===== config.mk =====
export PLATFORM = sky130hd
export DESIGN_NAME = epochtv1_bus_master
export DESIGN_NICKNAME = d
export VERILOG_FILES = /design/src/rtl/epochtv1_bus_master.sv
export SDC_FILE = /design/constraint.sdc
export NUM_CORES = 1
export LEC_CHECK = 0
export ABC_CLOCK_PERIOD_IN_PS = 3250
export CAP_MARGIN = 20
export CELL_PAD_IN_SITES_DETAIL_PLACEMENT = 1
export CELL_PAD_IN_SITES_GLOBAL_PLACEMENT = 2
export CORE_AREA = 2 2 105 147
export DETAILED_ROUTE_END_ITERATION = 8
export DIE_AREA = 0 0 107 149
export PLACE_DENSITY_LB_ADDON = 0.1
export SYNTH_ARGS = -nofsm -noshare
export SYNTH_HDL_FRONTEND = slang
export SYNTH_SLANG_ARGS = --single-unit
export TNS_END_PERCENT = 50

===== constraint.sdc =====
create_clock -name CLK -period 3.25 [get_ports CLK]
set_clock_uncertainty 0.15 [all_clocks]
set_input_delay 0.325 -clock CLK [delete_from_list [all_inputs] [get_ports CLK]]
set_output_delay 0.325 -clock CLK [all_outputs]
set_load 0.03 [all_outputs]

===== src/rtl/epochtv1_bus_master.sv =====
// epochtv1_bus_master
//
// Host-side initiator for the Epoch TV-1 CPU bus. Byte read/write requests are
// queued in a small FIFO. Each request is then replayed as a CE-aligned
// CSB/RDB/WRB bus cycle: SETUP, then STROBE for HOLD_CE pulses, then RECOVER.
// Read data is returned on a one-CLK response strobe.
//
// Optional feature macro: EPOCHTV1_BUS_ERRCHK_EN
//   When defined, requests to the unmapped range $1600-$1FFF are popped but
//   never issued on the bus. An unmapped read returns 8'hFF. Each dropped
//   request pulses the extra ERR output for one CLK.
//
// Ports:
//   CLK, RST         clock (XTAL*2), asynchronous active-high reset
//   CE               pixel clock enable shared with the TV-1
//   REQ_*            request channel (valid/ready, we, 13-bit addr, wdata)
//   RSP_VALID/RDATA  one-CLK read response pulse; data held until next response
//   BUSY             FIFO non-empty or an access in progress
//   A, DB_O, DB_OE   bus address, write data, data-bus output enable
//   DB_I             bus read data from the TV-1
//   RDB, WRB, CSB    active-low read strobe, write strobe, chip select
//   ERR              (EPOCHTV1_BUS_ERRCHK_EN only) dropped-request pulse

module epochtv1_bus_master #(
    parameter int unsigned FIFO_DEPTH = 4,
    parameter int unsigned HOLD_CE    = 2
) (
    input  logic        CLK,
    input  logic        RST,
    input  logic        CE,
    input  logic        REQ_VALID,
    output logic        REQ_READY,
    input  logic        REQ_WE,
    input  logic [12:0] REQ_ADDR,
    input  logic [7:0]  REQ_WDATA,
    output logic        RSP_VALID,
    output logic [7:0]  RSP_RDATA,
    output logic        BUSY,
    output logic [12:0] A,
    output logic [7:0]  DB_O,
    output logic        DB_OE,
    input  logic [7:0]  DB_I,
    output logic        RDB,
    output logic        WRB,
    output logic        CSB
`ifdef EPOCHTV1_BUS_ERRCHK_EN
    ,
    output logic        ERR
`endif
);

    localparam int unsigned PTR_W = $clog2(FIFO_DEPTH);
    localparam int unsigned OCC_W = PTR_W + 1;
    localparam int unsigned CNT_W = $clog2(HOLD_CE) + 1;

    typedef enum logic [1:0] {StIdle, StSetup, StStrobe, StRecover} state_e;

    // Entry layout: {we, addr[12:0], wdata[7:0]}
    logic [21:0]      fifo_mem [FIFO_DEPTH];
    logic [PTR_W-1:0] wr_ptr, rd_ptr;
    logic [OCC_W-1:0] occ;
    logic             full, empty, push, pop;

    state_e           state_q, state_d;
    logic [21:0]      cmd_q, cmd_d;
    logic [CNT_W-1:0] cnt_q, cnt_d;

    logic             rsp_fire, drop;
    logic [7:0]       rsp_data;
    logic             csb_d, rdb_d, wrb_d, dboe_d;
    logic [12:0]      a_d;
    logic [7:0]       dbo_d;

    assign full      = (occ == OCC_W'(FIFO_DEPTH));
    assign empty     = (occ == '0);
    assign push      = REQ_VALID && !full;
    assign REQ_READY = !full;
    assign BUSY      = !empty || (state_q != StIdle);

    // Storage is not reset; occupancy alone defines validity.
    always_ff @(posedge CLK) begin
        if (push) begin
            fifo_mem[wr_ptr] <= {REQ_WE, REQ_ADDR, REQ_WDATA};
        end
    end

    // Power-of-two depth lets the pointers wrap naturally.
    always_ff @(posedge CLK or posedge RST) begin
        if (RST) begin
            wr_ptr <= '0;
            rd_ptr <= '0;
            occ    <= '0;
        end else begin
            if (push) wr_ptr <= wr_ptr + PTR_W'(1);
            if (pop)  rd_ptr <= rd_ptr + PTR_W'(1);
            if (push && !pop)      occ <= occ + OCC_W'(1);
            else if (!push && pop) occ <= occ - OCC_W'(1);
        end
    end

    always_comb begin
        state_d  = state_q;
        cmd_d    = cmd_q;
        cnt_d    = cnt_q;
        pop      = 1'b0;
        drop     = 1'b0;
        rsp_fire = 1'b0;
        rsp_data = DB_I;
        if (CE) begin
            unique case (state_q)
                StIdle: begin
                    if (!empty) begin
                        pop   = 1'b1;
                        cmd_d = fifo_mem[rd_ptr];
`ifdef EPOCHTV1_BUS_ERRCHK_EN
                        if (fifo_mem[rd_ptr][20:17] >= 4'b1011) begin
                            drop     = 1'b1;
                            rsp_fire = !fifo_mem[rd_ptr][21];
                            rsp_data = 8'hFF;
                        end else begin
                            state_d = StSetup;
                        end
`else
                        state_d = StSetup;
`endif
                    end
                end
                StSetup: begin
                    state_d = StStrobe;
                    cnt_d   = CNT_W'(HOLD_CE - 1);
                end
                StStrobe: begin
                    if (cnt_q == '0) begin
                        rsp_fire = !cmd_q[21];
                        state_d  = StRecover;
                    end else begin
                        cnt_d = cnt_q - CNT_W'(1);
                    end
                end
                StRecover: state_d = StIdle;
            endcase
        end

        // Bus pins are registered from the next state so they move on CE edges only.
        csb_d  = 1'b1;
        rdb_d  = 1'b1;
        wrb_d  = 1'b1;
        a_d    = '0;
        dbo_d  = '0;
        dboe_d = 1'b0;
        if (state_d == StSetup || state_d == StStrobe) begin
            csb_d = 1'b0;
            a_d   = cmd_d[20:8];
            if (cmd_d[21]) begin
                dbo_d  = cmd_d[7:0];
                dboe_d = 1'b1;
            end
            if (state_d == StStrobe) begin
                if (cmd_d[21]) wrb_d = 1'b0;
                else           rdb_d = 1'b0;
            end
        end
    end

    always_ff @(posedge CLK or posedge RST) begin
        if (RST) begin
            state_q   <= StIdle;
            cmd_q     <= '0;
            cnt_q     <= '0;
            CSB       <= 1'b1;
            RDB       <= 1'b1;
            WRB       <= 1'b1;
            A         <= '0;
            DB_O      <= '0;
            DB_OE     <= 1'b0;
            RSP_VALID <= 1'b0;
            RSP_RDATA <= '0;
`ifdef EPOCHTV1_BUS_ERRCHK_EN
            ERR       <= 1'b0;
`endif
        end else begin
            state_q   <= state_d;
            cmd_q     <= cmd_d;
            cnt_q     <= cnt_d;
            RSP_VALID <= rsp_fire;
            if (rsp_fire) RSP_RDATA <= rsp_data;
            if (CE) begin
                CSB   <= csb_d;
                RDB   <= rdb_d;
                WRB   <= wrb_d;
                A     <= a_d;
                DB_O  <= dbo_d;
                DB_OE <= dboe_d;
            end
`ifdef EPOCHTV1_BUS_ERRCHK_EN
            ERR <= drop;
`endif
        end
    end

`ifndef EPOCHTV1_BUS_ERRCHK_EN
    logic unused_drop;
    assign unused_drop = drop;
`endif

endmodule

==> Flow_metrics.wiki <==
{| class="wikitable"
! Metric !! Value
|-
| Fraction of registers with async set or reset after synthesis || 43.2%
|-
| Top cell type's share of synthesized area || 43.9%
|-
| Post-DRT Antenna Nets || 0
|-
| Total congestion overflow || 0
|-
| Slowest cell on the critical path || sky130_fd_sc_hd__or4b_2
|-
| Number of enable flip-flop cells after synthesis || 88
|-
| Final Routed Wirelength || about 11 mm
|-
| Worst Setup Start Kind || flip-flop
|-
| Setup slack, reg-to-reg || roughly 0.45 ns
|-
| Port buffer count || 69
|-
| Effective utilization at floorplan || 40.7%
|-
| H-tree levels || 4
|-
| Most frequently used flop master after synthesis || sky130_fd_sc_hd__edfxtp_1
|-
| Unique masters post-synth || 37
|-
| Sequential-to-total area share from yosys stat || between 70% and 80%
|-
| Die boundary height || 149 microns
|-
| Number of resized instances in the post-cts repair step || 0
|-
| Total of fill cells in the finished design || 1,397
|-
| Global-route wire length before repair || 18.1 mm
|-
| Post-detailed-route wirelength per cell || 18.9 microns
|-
| Capturing point of the worst reg2reg path || DB_O[6]$_DFFE_PP0P_
|-
| Mean area per synthesized cell || 19.2 sq um
|-
| Final number of max-transition violations || 0
|-
| Worst Reg2Reg Path Length in Cells || 10
|-
| Largest stage delay on the critical path || a little under 0.6 ns
|-
| Final hold violations || 0
|-
| Yosys warns || 0
|-
| Number of cells produced by synthesis || 313
|-
| Cell area after placement || 0.00697 sq mm
|-
| Power density normalized to cell area || around 1000 mW/mm^2
|-
| Via count of the first global-routing pass || 3,215
|-
| Final critical-path setup slack || 0.449 ns
|-
| Worst slew margin relative to its limit || roughly 64%
|-
| Nature of the critical path endpoint || flip-flop
|-
| Flop and latch count out of synthesis || 155
|-
| Total Negative Setup Slacks || 0 ns
|-
| List of most frequent post-synthesis cells || 88 x sky130_fd_sc_hd__edfxtp_1, 64 x sky130_fd_sc_hd__dfrtp_1, 29 x sky130_fd_sc_hd__mux2_2
|-
| Floorplan row count || 53
|-
| Run status || completed
|-
| Antenna fix cells || 0
|-
| Cell chain of the critical path || inv_1, ha_1, or4b_2, a21oi_1, a21o_1, ha_1, nand2b_1, inv_1, buf_4, a32o_1
|-
| Post-layout net count || 448
|-
| Transition time at the pin with the least slew margin || roughly 0.53 ns
|-
| Drt pass-1 iters || 4
|-
| Weighted congestion at the end of routability-driven global placement || 0.707
|-
| Clk Latency, worst-skew pair || 0.42 ns
|-
| Ratio of cells with drive above 1 in the final layout || 24.1%
|-
| Crit Reg-Reg Startpoint || state_q[0]$_DFF_PP0_
|-
| TritonCTS clock tree || built
|-
| Antenna violations before repair || 0
|-
| Crit. Startpoint || state_q[0]$_DFF_PP0_
|-
| Sum of net half-perimeters after detailed placement || around 7.4 mm
|-
| Leak || 2.90 nW
|-
| Max frequency || 357 MHz
|-
| Placeable Area || 0.0148 sq mm
|-
| Final setup vio count || 0
|-
| Vias post-DR || 3,082
|-
| Critical path data required time || 3.46 ns
|-
| Top-count cell post-synth || sky130_fd_sc_hd__edfxtp_1
|-
| Area delta synth->final || 25.4%
|-
| Detailed router's first-iteration violation count || 103
|-
| Clk root buf || sky130_fd_sc_hd__clkbuf_16
|-
| Buffers from clock root to sink, at most || 2
|-
| Buffer count from post-CTS setup fixing || 0
|-
| # DRC || 0
|-
| Total CTS buffers || 17
|-
| Final instance area || roughly 0.0075 sq mm
|-
| DIE WIDTH || 107 microns
|-
| Max capacitance violation total || 0
|-
| Pin count of the biggest net entering global routing || 68
|-
| Arrival time worst endpoint || 3.01 ns
|-
| Clock slew at the register clock pins of the worst setup and hold paths || 0.06 ns
|-
| Type of the worst setup path || reg -> reg
|-
| Share of the clock period used by the worst path || 86.2%
|-
| Detail-routed via count per cell || between 5 and 6
|-
| Largest cells by area after synthesis || sky130_fd_sc_hd__edfxtp_1 44%, sky130_fd_sc_hd__dfrtp_1 27%, sky130_fd_sc_hd__mux4_2 6.7%
|-
| Final Instance Count excl. Fillers || 607
|-
| Fin crit period || 2.80 ns
|-
| GRT Resource Usage Total || 15.6%
|-
| Placement-stage worst setup slack || 0.436 ns
|-
| Maximum VDD drop || 0.414 mV
|-
| Post-Synthesis Net Count || about 360
|-
| Crit path capture || DB_O[6]$_DFFE_PP0P_
|-
| Post-Syn Area || 0.00602 sq mm
|-
| Unrepaired setup endpoints after global routing || no
|-
| TritonCTS sink count || 155
|-
| Die Footprint || ~0.016 sq mm
|-
| Max FO, Critical Path || 23
|-
| Placed cell count || 575
|-
| Number of primary I/O pins || 70
|-
| Cell type with the largest total area after synthesis || sky130_fd_sc_hd__edfxtp_1
|-
| Count of hold-fix buffers inserted at cts || 0
|-
| Class of the tightest hold or removal check || in -> async
|}
## cell usage in the layout (no fill, tap or decap), types with 5 or more instances in the layout
cell type	count
sky130_fd_sc_hd__dfrtp_1	64
sky130_fd_sc_hd__mux2_2	29
sky130_fd_sc_hd__buf_4	13
sky130_fd_sc_hd__nor2_1	5
sky130_fd_sc_hd__clkbuf_16	17
sky130_fd_sc_hd__edfxtp_1	88
sky130_fd_sc_hd__mux4_2	18
sky130_fd_sc_hd__inv_1	14
sky130_fd_sc_hd__a22o_1	15
sky130_fd_sc_hd__clkdlybuf4s50_1	69
sky130_fd_sc_hd__a32o_1	7
sky130_fd_sc_hd__ha_1	11
## per-stage QoR
stage          util (%)  power [mW]  hold slack, ns
3_5_place_dp       47.1        5.71           0.333
3_3_place_gp       47.1        5.64           0.325
5_1_grt            51.0        7.97           0.183
2_1_floorplan         -        4.80           0.274
6_report           51.0        7.53           0.139
4_1_cts            51.0        7.66           0.160
## layout make-up
class,count,area (sq um),area share [%]
Sequential cell,155,4320,57.3
Multi-Input combinational cell,130,1540,20.4
Timing Repair Buffer,83,808,10.7
Clock buffer,20,437,5.79
Tap cell,192,240,3.18
Clock inverter,12,139,1.84
Inverter,15,56.3,0.746
## cells by family (layout without fill, tap and decap cells)
group / count (synthesis) / after routing / share of synthesized area (%)
flip-flops: 155 / 155 / 71.8
multiplexers: 57 / 57 / 15.2
AO/OA/AOI/OAI: 37 / 37 / 5.24
buffers and inverters: 28 / 130 / 2.54
AND/OR/NAND/NOR: 18 / 18 / 1.66
adder cells (fa/ha/maj): 12 / 12 / 2.62
XOR/XNOR: 6 / 6 / 0.873
## critical path, delay by kind of cell, from the launching register on
kind            cells  cell delay [ns]
buf+inv             3             0.46
compound gates      3             0.53
flops               1             0.42
simple gates        2             0.76
fa+ha+maj           2             0.41
## worst min path at each step
stage                         from                       end  cells after the start
6_report                       RST          A[8]$_DFFE_PP0P_                      3
5_1_grt                        RST  RSP_RDATA[6]$_DFFE_PP0P_                      3
4_1_cts                        RST          A[8]$_DFFE_PP0P_                      3
3_5_place_dp    cmd_q[4]$_DFF_PP0_        cmd_q[4]$_DFF_PP0_                      1
3_3_place_gp   DB_O[7]$_DFFE_PP0P_       DB_O[7]$_DFFE_PP0P_                      1
2_1_floorplan         REQ_WDATA[0]  fifo_mem[0][0]$_DFFE_PP_                      0
## routing by layer
metal  up-vias  track usage, %  routed length [microns]
li1       1396               -                        -
met1      1610            19.9                     5060
met2        65            25.4                     5780
met3        11            4.50                      459
met4         0            5.84                      148
met5         -               0                        0
## where the power goes
part	switching (mW)	internal (mW)	total, mW
Sequential	0.300	2.73	3.03
Combinational	1.34	1.24	2.58
Clock	0.785	1.14	1.92
Total	2.42	5.11	7.53
## flip-flops by register name (all words and copies together), names as in the netlist, 3 cells and up
name	cells
RSP_RDATA	8
occ	3
fifo_mem	88
A	13
cmd_q	22
DB_O	8
Power figures use the tool's default switching activity.
